<file path="config.mk">
export PLATFORM = sky130hd
export DESIGN_NAME = gp_table_db
export DESIGN_NICKNAME = d
export VERILOG_FILES = /design/src/rtl/gp_table_db.sv
export SDC_FILE = /design/constraint.sdc
export NUM_CORES = 1
export LEC_CHECK = 0
export BUFFER_PORTS_ARGS = -buffer_cell sky130_fd_sc_hd__buf_2
export CAP_MARGIN = 10
export CORE_MARGIN = 1
export CORE_UTILIZATION = 25
export CTS_BUF_LIST = sky130_fd_sc_hd__clkbuf_8
export DETAILED_ROUTE_END_ITERATION = 8
export GPL_TIMING_DRIVEN = 0
export HOLD_SLACK_MARGIN = 0.15
export PLACE_DENSITY = 0.49
export SKIP_CTS_REPAIR_TIMING = 1
export SYNTH_ARGS = -nofsm -noshare
export SYNTH_HDL_FRONTEND = slang
export SYNTH_SLANG_ARGS = --single-unit
</file>
<file path="constraint.sdc">
create_clock -name clk -period 4.1 [get_ports clk]
set_clock_uncertainty 0.2 [all_clocks]
set_input_delay 0.615 -clock clk [delete_from_list [all_inputs] [get_ports clk]]
set_output_delay 0.615 -clock clk [all_outputs]
set_load 0.02 [all_outputs]
</file>
<file path="src/rtl/gp_table_db.sv">
// Double-buffered parameter table: software writes a shadow bank, and the active bank
// driving the datapath is reloaded from it atomically at a period boundary after a commit.
module gp_table_db #(
  parameter int               WIDTH     = 32,
  parameter int               DEPTH     = 4,
  parameter int               AW        = $clog2(DEPTH),
  parameter logic [WIDTH-1:0] RESET_VAL = '0
) (
  input  logic                          clk,
  input  logic                          N_reset,
  input  logic                          we,
  input  logic [AW-1:0]                 wa,
  input  logic [WIDTH-1:0]              wd,
  input  logic [WIDTH/8-1:0]            wbe,
  input  logic                          commit,
  input  logic                          sync,
  input  logic                          bypass,
  input  logic [AW-1:0]                 ra,
  output logic [WIDTH-1:0]              rdata,
  output logic [0:DEPTH-1][WIDTH-1:0]   rd,
  output logic                          pending,
  output logic                          dirty,
  output logic                          committed,
  output logic                          err,
  input  logic                          err_clr
);

  localparam int            NB      = WIDTH / 8;
  localparam logic [AW:0]   DEPTH_W = (AW + 1)'(DEPTH);

  // The FSM state is visible externally as `pending` (ARMED == pending).
  typedef enum logic {
    S_IDLE  = 1'b0,
    S_ARMED = 1'b1
  } state_t;

  state_t                      r_state;
  state_t                      w_state_nxt;
  logic [0:DEPTH-1][WIDTH-1:0] r_shadow;
  logic [0:DEPTH-1][WIDTH-1:0] r_active;
  logic [WIDTH-1:0]            r_rdata;
  logic                        r_dirty;
  logic                        r_committed;
  logic                        r_err;

  logic                        w_wa_ok;
  logic                        w_ra_ok;
  logic                        w_wr;
  logic                        w_copy;
  logic                        w_err_new;
  logic [WIDTH-1:0]            w_shadow_wdata;
  logic [WIDTH-1:0]            w_active_base;
  logic [WIDTH-1:0]            w_byp_wdata;

  function automatic logic [WIDTH-1:0] merge_bytes(input logic [WIDTH-1:0] base,
                                                   input logic [WIDTH-1:0] data,
                                                   input logic [NB-1:0]    be);
    logic [WIDTH-1:0] res;
    res = base;
    for (int b = 0; b < NB; b++) begin
      if (be[b]) res[8*b +: 8] = data[8*b +: 8];
    end
    return res;
  endfunction

  assign w_wa_ok   = ({1'b0, wa} < DEPTH_W);
  assign w_ra_ok   = ({1'b0, ra} < DEPTH_W);
  assign w_wr      = we && w_wa_ok;
  assign w_err_new = (we && !w_wa_ok) || !w_ra_ok;

  assign w_shadow_wdata = merge_bytes(r_shadow[wa], wd, wbe);
  // A bypass write lands on whatever rd[wa] would otherwise become this edge.
  assign w_active_base  = w_copy ? r_shadow[wa] : r_active[wa];
  assign w_byp_wdata    = merge_bytes(w_active_base, wd, wbe);

  always_comb begin
    w_state_nxt = r_state;
    w_copy      = 1'b0;
    case (r_state)
      S_IDLE: begin
        if (commit) begin
          if (sync) w_copy = 1'b1;
          else      w_state_nxt = S_ARMED;
        end
      end
      S_ARMED: begin
        if (sync) begin
          w_copy      = 1'b1;
          w_state_nxt = S_IDLE;
        end
      end
      default: w_state_nxt = S_IDLE;
    endcase
  end

  always_ff @(posedge clk or negedge N_reset) begin
    if (!N_reset) begin
      r_state     <= S_IDLE;
      r_shadow    <= {DEPTH{RESET_VAL}};
      r_active    <= {DEPTH{RESET_VAL}};
      r_rdata     <= '0;
      r_dirty     <= 1'b0;
      r_committed <= 1'b0;
      r_err       <= 1'b0;
    end else begin
      r_state <= w_state_nxt;
      // Later assignments win: a bypass write overrides the copy for its entry.
      for (int i = 0; i < DEPTH; i++) begin
        if (w_copy) r_active[i] <= r_shadow[i];
        if (w_wr && bypass && (wa == AW'(i))) r_active[i] <= w_byp_wdata;
        if (w_wr && (wa == AW'(i))) r_shadow[i] <= w_shadow_wdata;
      end
      r_rdata     <= w_ra_ok ? r_shadow[ra] : '0;
      r_committed <= w_copy;
      if (w_wr && !bypass) r_dirty <= 1'b1;
      else if (w_copy)     r_dirty <= 1'b0;
      if (w_err_new)       r_err <= 1'b1;
      else if (err_clr)    r_err <= 1'b0;
    end
  end

  assign rd        = r_active;
  assign rdata     = r_rdata;
  assign pending   = (r_state == S_ARMED);
  assign dirty     = r_dirty;
  assign committed = r_committed;
  assign err       = r_err;

endmodule

</file>
==> results by group <==
Synthesis
  – Adder-cell share of the synthesized area: 0%
  – Avg Synthesized Cell Area: 11.9 sq um
  – Post-synthesis mux area share: 25.4%
  – Synth Instances: 1250
  – Ys Warns: 0
  – Sequential area share after synthesis: 49.0%
  – XOR/XNOR Fraction of Synth Area: 0%
  – Synth Area in Compound Gates: 13.6%
  – Main combinational cell family by area after synthesis: multiplexers
  – Count of cell types in the netlist: 24
  – Synth Cell Area: 0.0148 sq mm
  – Post-synthesis simple-gate area fraction: 8.48%
  – Syn_nets: 1297
  – #FFs+latches synth: 291

Status
  – Status: complete, no violations

GRT
  – Vias in the first global route: 12600
  – Largest net degree at the start of global routing: 103
  – Initial antenna violation count: 3
  – Overflow after GRT: 0
  – First-pass GRT wire length: 87500 um
  – GRT Resource Usage Total: 19.9%

Worst setup path
  – CP Cell Sequence: dlygate4sd3_1 -> buf_2 -> o21ai_1 -> inv_1 -> buf_2 -> buf_1 -> clkbuf_1 -> a211oi_1 -> a21oi_1
  – CP Data Required Time: 4480 ps
  – Critical Path Fanout Max: 10
  – Critical setup path kind: primary input to register
  – R2R setup slack: 1030 ps
  – Buf/Inv on CP: 6
  – CP Launch Type: primary input
  – Reg2reg start: pending$_DFF_PN0_
  – CP endpoint kind: register
  – Slowest stage cell, crit path: clkbuf_1
  – Top delay family on crit path: buffers and inverters
  – R2r endpoint: rd[12]$_DFFE_PN0P_
  – Length in cells of the worst reg-to-reg path: 7
  – Most used cell, CP: buf_2
  – CP Data Arrival Time: 3590 ps
  – Worst path max stage delay: 750 ps

Clocking
  – Clock Pin Slew Worst Setup and Hold Paths: 60 ps
  – Maximum root-to-sink buffer count: 3
  – CTS Buf Count: 56
  – Htree depth: 2
  – CTS tree: done
  – Clk_lat worst skew: 680 ps
  – Sink Count: 291
  – Root Driver: clkbuf_8

Min path
  – Cell depth of the worst min-delay path: 3
  – Hold Path End: rd[122]$_DFFE_PN0P_
  – Worst Hold Class: primary input to register
  – Min-delay src: wd[26]

Layout
  – Area Overhead vs Synth: 23.2%
  – Most frequent cells in the layout: dfrtp_1, buf_2, nand2_1, a21oi_1, o21ai_0
  – Nets: 1582
  – Fin util: 31.5%
  – Most common cell after layout, fill and taps aside: dfrtp_1
  – Ant diodes: 0
  – Share of layout cells above drive strength 1: 31.9%
  – Final cell count without fillers: 2346

Floorplanning
  – Core area: 0.0581 sq mm
  – Initial Utilization: 25.5%
  – Die area: 0.0604 sq mm
  – Rows: 88
  – Ports: 211
  – Die height: 246 um
  – Die width: 246 um

Drt
  – WL final: 60100 um
  – First-pass DRT Iterations: 5
  – Routed WL per cell: 25.6 um
  – DRT iter0 DRCs: 969
  – DRC: 0
  – Vias post-DR: 12200
  – Via-per-instance ratio: 5.20
  – Post-route ant nets: 0

Power and ir drop
  – Leak: 8.00 nW
  – Pwr Total: 10.4 mW
  – Pwr dens: 568 mW/mm^2
  – VDD IR max: 250 uV

STA
  – RSZ-0062 raised after global routing: false
  – Fmax: 312 MHz
  – Fin. max-slew vios: 0
  – Final setup vio count: 0
  – Measured slew at the worst slew-check pin: 1020 ps
  – Slew margin rel.: 31.9%
  – Final setup TNS: 0 ps
  – Final Cycle Share: 78.1%
  – Final min period: 3200 ps
  – Fin. Hold Viols: 0

Placement
  – Inst Count DP: 2218
  – IO Port Bufs: 201
  – Post-DP HPWL: 40700 um
  – Final Wtd Congestion: 0.825

Flow run
  – Max_cap viols: 0
-- worst min-delay path, stage by stage --
cell,delay (ps)
buf_2,90
mux2i_1,140
o21ai_1,140
-- worst max-delay path by stage --
stage / to / slack (ps) / cells past startpoint / startpoint
final: rd[5]$_DFFE_PN0P_ / 900 / 9 / sync
after global routing: rd[11]$_DFFE_PN0P_ / 810 / 9 / sync
after CTS: rd[86]$_DFFE_PN0P_ / 1030 / 7 / pending$_DFF_PN0_
after detailed placement: rd[62]$_DFFE_PN0P_ / 590 / 7 / wa[1]
after global placement: rd[82]$_DFFE_PN0P_ / -3670 / 1 / N_reset
after floorplan: rd[37]$_DFFE_PN0P_ / 1720 / 7 / wa[0]
-- cells by family (layout without fill, tap and decap cells) --
| group | Yosys count | in the layout |
|---|---|---|
| other | 1 | 1 |
| muxes | 224 | 224 |
| buffers and inverters | 114 | 445 |
| and+or+nand+nor | 266 | 266 |
| DFF | 291 | 291 |
| AOI/OAI and AO/OA | 354 | 354 |
-- state kept, by name, summed over array words and instances, names as in the netlist --
name       flops
dirty          1
rd           128
r_shadow     128
rdata         32
pending        1
committed      1
-- synth_stat cells --
cell,number,area [sq um]
a211oi_1,96,721
a21oi_1,128,641
a22o_1,1,8.76
and2_1,96,601
buf_1,11,41.3
buf_2,23,115
buf_4,7,52.6
buf_6,4,45.0
clkbuf_1,67,251
conb_1,1,3.75
dfrtp_1,291,7280
inv_1,2,7.51
mux2_2,64,721
mux2i_1,44,440
mux2i_4,20,450
mux4_2,96,2160
nand2_1,129,484
nand3_1,1,5.00
nand3b_1,2,15.0
nor2_1,34,128
nor2_2,3,18.8
nor3b_1,1,7.51
o21ai_0,98,490
o21ai_1,31,155
-- through the flow --
| stage | hold slack (ps) | setup WS, ps | cell area, sq um |
|---|---|---|---|
| 2_1_floorplan | 119 | 1720 | 14800 |
| 3_3_place_gp | 286 | -3670 | 16800 |
| 3_5_place_dp | 289 | 593 | 16900 |
| 4_1_cts | -175 | 1030 | 18000 |
| 5_1_grt | 153 | 806 | 18300 |
| 6_report | 154 | 899 | 18300 |
-- layout make-up --
class,count,area [sq um]
plain buffers,112,505
clock buffers,76,1050
clock inverters,28,129
fillers,6043,39800
inverters,2,7.51
multi-input cells,845,7050
flip-flops and latches,291,7280
well taps,765,957
repair buffers,227,1310
-- power by group --
part,switching (mW),internal (mW)
clock,1.37,1.65
sequential,0.652,3.56
combinational,1.80,1.36
-- per-layer routing --
layer	vias up	GRT usage, %	wire length, um
li1	5194	-	-
met4	4	7.44	1760
met2	584	31.2	28200
met1	6294	25.9	24700
met3	122	5.63	5450
met5	-	0	25
Note: power is estimated with default switching activity, not from simulation.
